===== src/rtl/artemis_mcb_pkg.sv =====
// Shared types and constants for the Artemis MCB user-port master and its helpers.
// Spartan-6 MCB instruction encodings, burst limits and the port-master state set.
package artemis_mcb_pkg;

   localparam logic [2:0] MCB_INSTR_WRITE = 3'b000;
   localparam logic [2:0] MCB_INSTR_READ  = 3'b001;
   localparam int         MCB_MAX_BL      = 64;

   typedef enum logic [2:0] {
      IDLE,
      WR_FILL,
      WR_CMD,
      RD_CMD,
      RD_DRAIN,
      DONE
   } mcb_state_t;

   // Words in the next burst: the smaller of what is left and the burst cap.
   function automatic logic [6:0] burst_words(input logic [31:0] remaining,
                                              input int unsigned max_burst);
      logic [31:0] max_w;
      max_w = max_burst;
      return (remaining < max_w) ? remaining[6:0] : max_w[6:0];
   endfunction

endpackage


===== src/rtl/artemis_mcb_burst_sizer.sv =====
// Combinational burst sizing: words in the current burst plus the address and
// word count left over once that burst has been moved. Also reused by the DMA reader.
module artemis_mcb_burst_sizer #(
   parameter int MAX_BURST   = 64,
   parameter int COUNT_WIDTH = 24
) (
   input  logic [COUNT_WIDTH-1:0] remaining,
   input  logic [29:0]            addr,
   output logic [6:0]             burst_n,
   output logic [29:0]            next_addr,
   output logic [COUNT_WIDTH-1:0] next_remaining
);
   import artemis_mcb_pkg::*;

   // Address arithmetic is 30 bits wide, so running off the top wraps to zero.
   always_comb begin
      burst_n        = burst_words(32'(remaining), MAX_BURST);
      next_addr      = addr + {21'd0, burst_n, 2'b00};
      next_remaining = remaining - COUNT_WIDTH'(burst_n);
   end

endmodule


===== src/rtl/artemis_mcb_port_master.sv =====
// Single-port Spartan-6 MCB master: splits one read/write request into bursts.
// Optional perf counters are built when ARTEMIS_MCB_PORT_PERF_EN is defined.
module artemis_mcb_port_master #(
   parameter int MAX_BURST   = 64,
   parameter int COUNT_WIDTH = 24
) (
   input  logic                   clk,
   input  logic                   rst,
   input  logic                   calibration_done,
   input  logic                   req_stb,
   output logic                   req_ready,
   input  logic                   req_write,
   input  logic [29:0]            req_addr,
   input  logic [COUNT_WIDTH-1:0] req_count,
   output logic                   done,
   output logic                   error,
   input  logic [31:0]            wdata,
   input  logic                   wdata_valid,
   output logic                   wdata_ready,
   output logic [31:0]            rdata,
   output logic                   rdata_valid,
   input  logic                   rdata_ready,
   output logic                   cmd_en,
   output logic [2:0]             cmd_instr,
   output logic [5:0]             cmd_bl,
   output logic [29:0]            cmd_byte_addr,
   input  logic                   cmd_full,
   input  logic                   cmd_empty,
   output logic                   wr_en,
   output logic [3:0]             wr_mask,
   output logic [31:0]            wr_data,
   input  logic                   wr_full,
   input  logic [6:0]             wr_count,
   input  logic                   wr_underrun,
   input  logic                   wr_error,
   output logic                   rd_en,
   input  logic [31:0]            rd_data,
   input  logic                   rd_empty,
   input  logic [6:0]             rd_count,
   input  logic                   rd_overflow,
   input  logic                   rd_error
`ifdef ARTEMIS_MCB_PORT_PERF_EN
   ,
   output logic [31:0]            perf_cycles,
   output logic [31:0]            perf_stall
`endif
);
   import artemis_mcb_pkg::*;

   mcb_state_t             state;
   logic [29:0]            addr;
   logic [COUNT_WIDTH-1:0] remaining;
   logic [6:0]             n;
   logic [6:0]             beat;

   logic                   cmd_go;
   logic                   mcb_fault;
   logic [COUNT_WIDTH-1:0] size_rem;
   logic [6:0]             size_n;
   logic [29:0]            size_next_addr;
   logic [COUNT_WIDTH-1:0] size_next_rem;
   logic                   unused_inputs;

   assign unused_inputs = ^{cmd_empty, wr_count, rd_count};

   assign cmd_go    = calibration_done & ~cmd_full;
   assign mcb_fault = wr_underrun | wr_error | rd_overflow | rd_error;
   assign wr_data   = wdata;
   assign wr_mask   = 4'b0000;
   assign rdata     = rd_data;

   // In IDLE the sizer looks at the incoming request so the first burst size is ready at accept.
   assign size_rem = (state == IDLE) ? req_count : remaining;

   artemis_mcb_burst_sizer #(
      .MAX_BURST  (MAX_BURST),
      .COUNT_WIDTH(COUNT_WIDTH)
   ) u_sizer (
      .remaining     (size_rem),
      .addr          (addr),
      .burst_n       (size_n),
      .next_addr     (size_next_addr),
      .next_remaining(size_next_rem)
   );

   // Stream handshakes pass straight through; the MCB read FIFO is first-word-fall-through.
   always_comb begin
      wdata_ready = 1'b0;
      wr_en       = 1'b0;
      rdata_valid = 1'b0;
      rd_en       = 1'b0;
      if (state == WR_FILL) begin
         wdata_ready = ~wr_full;
         wr_en       = wdata_valid & ~wr_full;
      end
      if (state == RD_DRAIN) begin
         rdata_valid = ~rd_empty;
         rd_en       = ~rd_empty & rdata_ready;
      end
   end

   // Request sequencer: one MCB command in flight at a time, all command outputs registered.
   always_ff @(posedge clk or posedge rst) begin
      if (rst) begin
         state         <= IDLE;
         addr          <= '0;
         remaining     <= '0;
         n             <= '0;
         beat          <= '0;
         req_ready     <= 1'b0;
         done          <= 1'b0;
         error         <= 1'b0;
         cmd_en        <= 1'b0;
         cmd_instr     <= '0;
         cmd_bl        <= '0;
         cmd_byte_addr <= '0;
      end else begin
         cmd_en <= 1'b0;
         done   <= 1'b0;
         if (state != IDLE && mcb_fault) begin
            error <= 1'b1;
         end
         case (state)
            IDLE: begin
               req_ready <= 1'b1;
               if (req_stb && req_ready) begin
                  req_ready <= 1'b0;
                  addr      <= {req_addr[29:2], 2'b00};
                  remaining <= req_count;
                  n         <= size_n;
                  beat      <= '0;
                  error     <= 1'b0;
                  if (req_count == '0) begin
                     state <= DONE;
                  end else if (req_write) begin
                     state <= WR_FILL;
                  end else begin
                     state <= RD_CMD;
                  end
               end
            end
            WR_FILL: begin
               if (wr_en) begin
                  if (beat == n - 7'd1) begin
                     beat  <= '0;
                     state <= WR_CMD;
                  end else begin
                     beat <= beat + 7'd1;
                  end
               end
            end
            WR_CMD: begin
               if (cmd_go) begin
                  cmd_en        <= 1'b1;
                  cmd_instr     <= MCB_INSTR_WRITE;
                  cmd_bl        <= 6'(n - 7'd1);
                  cmd_byte_addr <= addr;
                  addr          <= size_next_addr;
                  remaining     <= size_next_rem;
                  n             <= burst_words(32'(size_next_rem), MAX_BURST);
                  state         <= (size_next_rem == '0) ? DONE : WR_FILL;
               end
            end
            RD_CMD: begin
               if (cmd_go) begin
                  cmd_en        <= 1'b1;
                  cmd_instr     <= MCB_INSTR_READ;
                  cmd_bl        <= 6'(n - 7'd1);
                  cmd_byte_addr <= addr;
                  state         <= RD_DRAIN;
               end
            end
            RD_DRAIN: begin
               if (rd_en) begin
                  if (beat == n - 7'd1) begin
                     beat      <= '0;
                     addr      <= size_next_addr;
                     remaining <= size_next_rem;
                     n         <= burst_words(32'(size_next_rem), MAX_BURST);
                     state     <= (size_next_rem == '0) ? DONE : RD_CMD;
                  end else begin
                     beat <= beat + 7'd1;
                  end
               end
            end
            DONE: begin
               done      <= 1'b1;
               req_ready <= 1'b1;
               state     <= IDLE;
            end
            default: begin
               state <= IDLE;
            end
         endcase
      end
   end

`ifdef ARTEMIS_MCB_PORT_PERF_EN
   logic [31:0] cyc_count;
   logic [32:0] cyc_total;

   // The accept cycle counts as 1; the DONE cycle and the done pulse cycle are added at the end.
   assign cyc_total = {1'b0, cyc_count} + 33'd2;

   always_ff @(posedge clk or posedge rst) begin
      if (rst) begin
         cyc_count   <= '0;
         perf_cycles <= '0;
         perf_stall  <= '0;
      end else begin
         if (state == IDLE) begin
            if (req_stb && req_ready) begin
               cyc_count <= 32'd1;
            end
         end else if (cyc_count != '1) begin
            cyc_count <= cyc_count + 32'd1;
         end
         if (state == DONE) begin
            perf_cycles <= cyc_total[32] ? '1 : cyc_total[31:0];
         end
         if ((state == WR_CMD || state == RD_CMD) && !cmd_go && perf_stall != '1) begin
            perf_stall <= perf_stall + 32'd1;
         end
      end
   end
`endif

endmodule

===== config.mk =====
export PLATFORM = sky130hd
export DESIGN_NAME = artemis_mcb_port_master
export DESIGN_NICKNAME = d
export VERILOG_FILES = /design/src/rtl/artemis_mcb_pkg.sv /design/src/rtl/artemis_mcb_burst_sizer.sv /design/src/rtl/artemis_mcb_port_master.sv
export SDC_FILE = /design/constraint.sdc
export NUM_CORES = 1
export LEC_CHECK = 0
export ABC_CLOCK_PERIOD_IN_PS = 4070
export CORE_MARGIN = 2
export CORE_UTILIZATION = 30
export DETAILED_ROUTE_END_ITERATION = 12
export PLACE_DENSITY = 0.7
export SLEW_MARGIN = 20
export SYNTH_ARGS = -nofsm -noshare
export SYNTH_HDL_FRONTEND = slang
export SYNTH_SLANG_ARGS = --single-unit

===== constraint.sdc =====
create_clock -name clk -period 4.07 [get_ports clk]
set_input_delay 1.221 -clock clk [delete_from_list [all_inputs] [get_ports clk]]
set_output_delay 1.221 -clock clk [all_outputs]
set_load 0.03 [all_outputs]

==> results_dict.tcl <==
set metrics [dict create \
    crit_type "primary input to flip-flop" \
    worstSetupEndpointType "flip-flop" \
    violations "setup timing" \
    vias 7345 \
    drive_gt1_share_pct 24.4 \
    max_cap_violations 0 \
    place_area_sq_um 9090 \
    ys.warnings.count 0 \
    synthTopCellsByArea "dfrtp_1, nand2_1, buf_4" \
    report.final.slew_viol_count 0 \
    ir_drop_mv 0.223 \
    drt_iter0_markers 634 \
    grt_pass1_vias 7019 \
    whs_ns 0.479 \
    netlist_instances 942 \
    max_stage_delay_ns 0.40 \
    leakage_nw 4.34 \
    worst_slew_pin_slew_ns 0.831 \
    cts.clk_slew.worst_paths_ns 0.08 \
    ant_nets 0 \
    rsz0062_at_grt "true" \
    design_area_sq_um 10100 \
    yosys.area_share.adder_pct 1.96 \
    drt-total-wl_mm 23.5 \
    ctsLongestPathBuffers 2 \
    port_buffers 108 \
    dp_hpwl_mm 16.9 \
    synth_cell_type_count 71 \
    insertion_delay_ns 0.36 \
    syn_area_sq_um 7400 \
    arrival_ns 4.69 \
    synth_edf_count 0 \
    gr-total-overflow 0 \
    synth_xor_area_share_pct 2.49 \
    grt_antenna_before_repair 0 \
    critPathSlowestCell "or3_4" \
    period_minus_slack_ns 4.39 \
    clockRootBuffer "clkbuf_16" \
    cts-buffers-inserted 9 \
    num_rows 57 \
    grt.total_usage_pct 17.5 \
    ys_seq_area_share_pct 36.5 \
    htree_levels 3 \
    synth_compound_area_share_pct 22.5 \
    status "finished with violations" \
    layout_common_cells "nand2_1, buf_4, dfrtp_1, clkdlybuf4s50_1, a21oi_1" \
    grt_max_degree 55 \
    syn_area_per_cell_sq_um 7.86 \
    worst-path-max-fanout 5 \
    synthSimpleGateAreaFrac_pct 22.8 \
    start_util_pct 30.5 \
    routabilityCongestion 0.941 \
    async_reset_ff_share_pct 100 \
    final.setup_skew_ns 0.00893 \
    setup_ws_ns -0.324 \
    fin_crit_sh_pct 108 \
    power.density_nw_per_um2 718 \
    worstPathRequired_ns 4.36 \
    path_buf_inv 4 \
    die-area_sq_um 25900 \
    core_area_sq_um 24200 \
    mostFrequentLayoutCell "nand2_1" \
    synth_mux_area_share_pct 2.52 \
    drc 0 \
    startpoint_type "primary input" \
    grt_pass1_wl_mm 36.7 \
    synth_flop_cell "dfrtp_1" \
    wl_per_cell_microns 16.8 \
    max_freq_mhz 228 \
    timing.critical_path.cells "buf_6 > or3_4 > or3_4 > o22a_4 > nor2_8 > inv_4 > nor2_4 > ha_4 > inv_2 > fa_2 > nor2b_4 > o21ai_2 > a21oi_2 > o21ai_2 > a21boi_2 > buf_6 > o211a_4 > nand3_2 > a21oi_2 > a2bb2oi_2" \
    via_per_inst 5.23 \
    die_h_microns 161 \
    final_nets 1234 \
    num_antenna_cells 0 \
    cts_tree "done" \
    crit_family "compound AO/OA/AOI/OAI gates" \
    clock_sinks 108 \
    die_x_microns 161 \
    synth_top_area_cell "dfrtp_1" \
    ioPinCount 262 \
    maxSlewHeadroom_pct 44.2 \
    area.growth.synth_to_final_pct 36.9 \
    min_path_type "flip-flop to flip-flop" \
    synth_top_family_by_area "simple AND/OR/NAND/NOR gates" \
    setup_viol 25 \
    first_pass_iters 5 \
    synth_top_area_share_pct 36.5 \
    hold_violations 0 \
    ys_seq_elements 108 \
]
==> area by class of cell <==
class | instances | area, sq um
inverter | 22 | 87.6
tap | 324 | 405
clock buffer | 12 | 256
sequential | 108 | 2700
fill | 2436 | 14100
multi-input combinational | 697 | 4490
timing repair buffer | 238 | 2150
clock inverter | 3 | 43.8
==> flip-flops by register name, indices dropped and copies added (netlist names) <==
name	cells
addr	28
beat	7
cmd_bl	6
cmd_byte_addr	28
cmd_en	1
cmd_instr	1
done	1
error	1
n	7
remaining	24
req_ready	1
state	3
==> layer usage <==
layer	share of wire [%]	global-route usage, %	routed length (microns)
met5	0	0	0
met4	3.1	6.82	719
met3	6.1	3.36	1430
met2	46	28.2	10900
met1	44	23.4	10500
==> repair_timing <==
item | 4_1_cts | 5_1_grt
gates resized for setup | 93 | 79
endpoints found under the setup margin | 44 | 38
pin swaps | 49 | 75
setup buffers | 26 | 12
hold buffers | 0 | 0
==> tightest hold or removal path, cell delays in order (launching register included) <==
cell and delay (ns):
dfrtp_1 0.35, nand2_1 0.05, nand2_1 0.05
==> per-stage QoR <==
| step | setup TNS (ns) | setup WS [ns] | total power (W) | util (%) | std cells |
|---|---|---|---|---|---|
| after floorplan | -7.70 | -0.650 | 0.00453 | - | 949 |
| after global placement | -36.65 | -1.04 | 0.00588 | 37.5 | 1364 |
| after detailed placement | -39.23 | -1.17 | 0.00595 | 37.5 | 1364 |
| after CTS | -4.48 | -0.277 | 0.00702 | 40.1 | 1396 |
| after global routing | -8.35 | -0.442 | 0.00778 | 41.8 | 1404 |
| final | -4.82 | -0.324 | 0.00727 | 41.8 | 1404 |
==> synth_stat cells (4+ instances only) <==
master	count
a211oi_1	4
a21o_1	7
a21oi_1	88
a22oi_1	4
a2bb2oi_1	4
a31oi_1	15
and2_1	5
and3_1	14
buf_1	5
buf_2	5
buf_4	72
clkbuf_1	40
dfrtp_1	108
ha_1	10
inv_1	20
mux2_2	5
mux2i_1	13
nand2_1	168
nand2b_1	9
nand3_1	21
nand4_1	6
nor2_1	75
nor2b_1	5
nor3_1	23
nor4_1	6
o21ai_0	70
o22a_1	7
o22ai_1	24
o31ai_1	10
or2_2	6
or3_1	12
or4_1	6
xnor2_1	16
xor2_1	5
==> cell families after synthesis <==
| family | count (synthesis) |
|---|---|
| AOI/OAI and AO/OA | 270 |
| xor gates and xnor gates | 21 |
| DFF | 108 |
| muxes | 18 |
| buffers and inverters | 144 |
| and+or+nand+nor | 368 |
| other | 2 |
| adders and majority gates | 11 |
==> power breakdown <==
group | internal, W | switching (W) | total, W | leakage [nW]
combinational | 0.00180 | 0.00258 | 0.00438 | 2.88
clock | 0.000510 | 0.000412 | 0.000922 | 0.149
sequential | 0.00154 | 0.000429 | 0.00197 | 1.31
total | 0.00385 | 0.00342 | 0.00727 | 4.34
==> path summary, 6_finish.rpt <==
path,start,to,slack [ns],depth (start not counted)
worst max-delay path,req_count[18],addr[26],-0.32,20
worst min-delay path,cmd_byte_addr[19],cmd_byte_addr[19],0.48,2
worst max register to register,remaining[9],addr[26],0.04,19
worst min register to register,cmd_byte_addr[19],cmd_byte_addr[19],0.48,2
max in group asynchronous,rst,remaining[10],2.16,3
min in group asynchronous,rst,remaining[17],1.20,2
No activity file was read; power rests on OpenSTA's default activity.
==> edit: new RTL, config.mk and constraints unchanged <==
The option `ARTEMIS_MCB_PORT_PERF_EN` is turned on by a define.
--- a/src/rtl/artemis_mcb_port_master.sv
+++ b/src/rtl/artemis_mcb_port_master.sv
@@ -1,5 +1,7 @@
 // Single-port Spartan-6 MCB master: splits one read/write request into bursts.
 // Optional perf counters are built when ARTEMIS_MCB_PORT_PERF_EN is defined.
+`define ARTEMIS_MCB_PORT_PERF_EN
+
 module artemis_mcb_port_master #(
    parameter int MAX_BURST   = 64,
    parameter int COUNT_WIDTH = 24
Formal check against the unedited RTL (old outputs only; new: perf_cycles and perf_stall): equivalent (Yosys induction, for registers that start in step).
==> edit against the unedited design <==
- the flow now finishes without violations
- final cell count up 53%
- clock power rose to 2.5 times the old value
- via count up 47%
- setup slack better by 440 ps
- sequential share of layout area up 5.4 points
- area after synthesis up 62%
- register-to-register slack better by 190 ps
- sequential cell count up 96
- clock skew up 5.7 ps
- power up 55%
- cell area up 57%
- critical path depth down 1
- routed wire length up 47%
- critical endpoint is now n[5]
- highest routed layer is now met5
==> edit: results (changes against the unedited design) <==
* NonClk Buf Share at 18.1% (was 21.2%)
* XOR/XNOR Fraction of Synth Area at 7.80% (was 2.49%)
* Layout cells sized above 1 at 17.3% (was 24.4%)
* Clock Skews at 14.6 ps (was 8.93 ps)
* Crit path launch: req_count[23] (was req_count[18])
* Synth top area cells: dfrtp_1 43%, nand2_1 7.0%, a21oi_1 5.4%, xnor2_1 4.8%, buf_4 4.5% (was dfrtp_1 37%, nand2_1 8.5%, buf_4 7.3%, a21oi_1 6.0%, o21ai_0 4.7%)
* Slew @ Worst Pin at 1020 ps (was 831 ps)
* Final estimated routing congestion in global placement at 0.876 (was 0.941)
* R2r endpoint: n[1] (was addr[26])
* Worst min-delay path startpoint: cmd_byte_addr[8] (was cmd_byte_addr[19])
* Metal-1 WL at 16200 microns (was 10500 microns)
* Quantity of I/O buffers inserted on ports at 172 (was 108)
* Final HPWL DP at 25600 microns (was 16900 microns)
* ClkCell Share at 5.40% (was 2.96%)
* Pleak at 0.00662 uW (was 0.00434 uW)
* Highest cell delay on the worst timing path at 470 ps (was 400 ps)
* Non-clk invs at 31 (was 22)
* Final wirelength at 34600 microns (was 23500 microns)
* Clock network power at 2320 uW (was 922 uW)
* Non-clk bufs at 315 (was 238)
* Commonest cells post-synth: 222 x nand2_1, 204 x dfrtp_1, 128 x a21oi_1, 119 x nor2_1, 81 x o21ai_0 (was 168 x nand2_1, 108 x dfrtp_1, 88 x a21oi_1, 75 x nor2_1, 72 x buf_4)
* Final layout net count at 1771 (was 1234)
* Met2 WL at 16100 microns (was 10900 microns)
* Via density at 5.01 (was 5.23)
* Overflow after GRT at 0 (unchanged)
* Max Root-Sink Buffers at 3 (was 2)
* DRT iter0 DRCs at 724 (was 634)
* Arrival @ worst endpoint at 4390 ps (was 4690 ps)
* DR pass1 iterations at 4 (was 5)
* Slowest cell on the critical path: or4b_4 (was or3_4)
* Area grow syn2layout at 32.8% (was 36.9%)
* Cell Area, Synth at 12000 sq um (was 7400 sq um)
* Status: finished clean (was finished, violations left)
* Flip-flop and latch count after synthesis at 204 (was 108)
* Uppermost routed layer: met5 (was met4)
* Seq/total area at 32.1% (was 26.7%)
* Vias in the first global route at 10600 (was 7019)
* H-tree depth at 1 (was 3)
* Post-synthesis mux area share at 2.05% (was 2.52%)
* Met3 usage at 2.72% (was 3.36%)
* Placed Area at 14700 sq um (was 9090 sq um)
* Final-layout clock buffer total at 32 (was 12)
* CP max FO at 4 (was 5)
* Met1 Resource Use GR at 22.6% (was 23.4%)
* GRT Total Usage at 16.4% (was 17.5%)
* Critical Path End: n[5] (was addr[26])
* Final setup margin at 115 ps (was -324 ps)
* Post-synthesis compound-gate area fraction at 15.5% (was 22.5%)
* R2R Path Start: state[0] (was remaining[9])
* Top flop regs: cyc_count x32, perf_cycles x32, perf_stall x32 (was addr x28, cmd_byte_addr x28, remaining x24)
* Synth cell types at 80 (was 71)
* Seq/Total Area, Yosys at 42.6% (was 36.5%)
* Adder-cell area share of the yosys netlist at 1.53% (was 1.96%)
## edit: cell types whose count changed in the layout (fill, tap and decap cells not counted), sizes merged, moves of 16 or more
cell and delta:
buf +16, nand3 +22, nor4 +20, nor3 +18, dfrtp +96, clkdlybuf4s50 +61, nand4 +19, xnor2 +49
clkbuf +29, xor2 +34, a21oi +40, nand2 +55, nor2 +44
## edit: metrics by stage
stage / util (%) / total power [uW] / hold slack [ps] / std cells
after CTS: 39.9 / 11300 / 478 / 2144
after global placement: 37.3 / 8700 / 464 / 2094
after floorplan: - / 6700 / 449 / 1408
final: 40.2 / 11300 / 475 / 2152
after detailed placement: 37.3 / 8820 / 463 / 2094
after global routing: 40.2 / 12000 / 498 / 2152
## edit: worst max-delay path, delay by kind of cell
family                     cells  cell delay (ps)
AOI/OAI and AO/OA              5              820
adders and majority gates      1              160
buffers and inverters          4              430
and+or+nand+nor                9             1760
## edit: timing repair
item	4_1_cts	5_1_grt
gates resized for setup	56	57
setup buffers	8	8
endpoints found under the setup margin	32	30
pin swaps	33	19
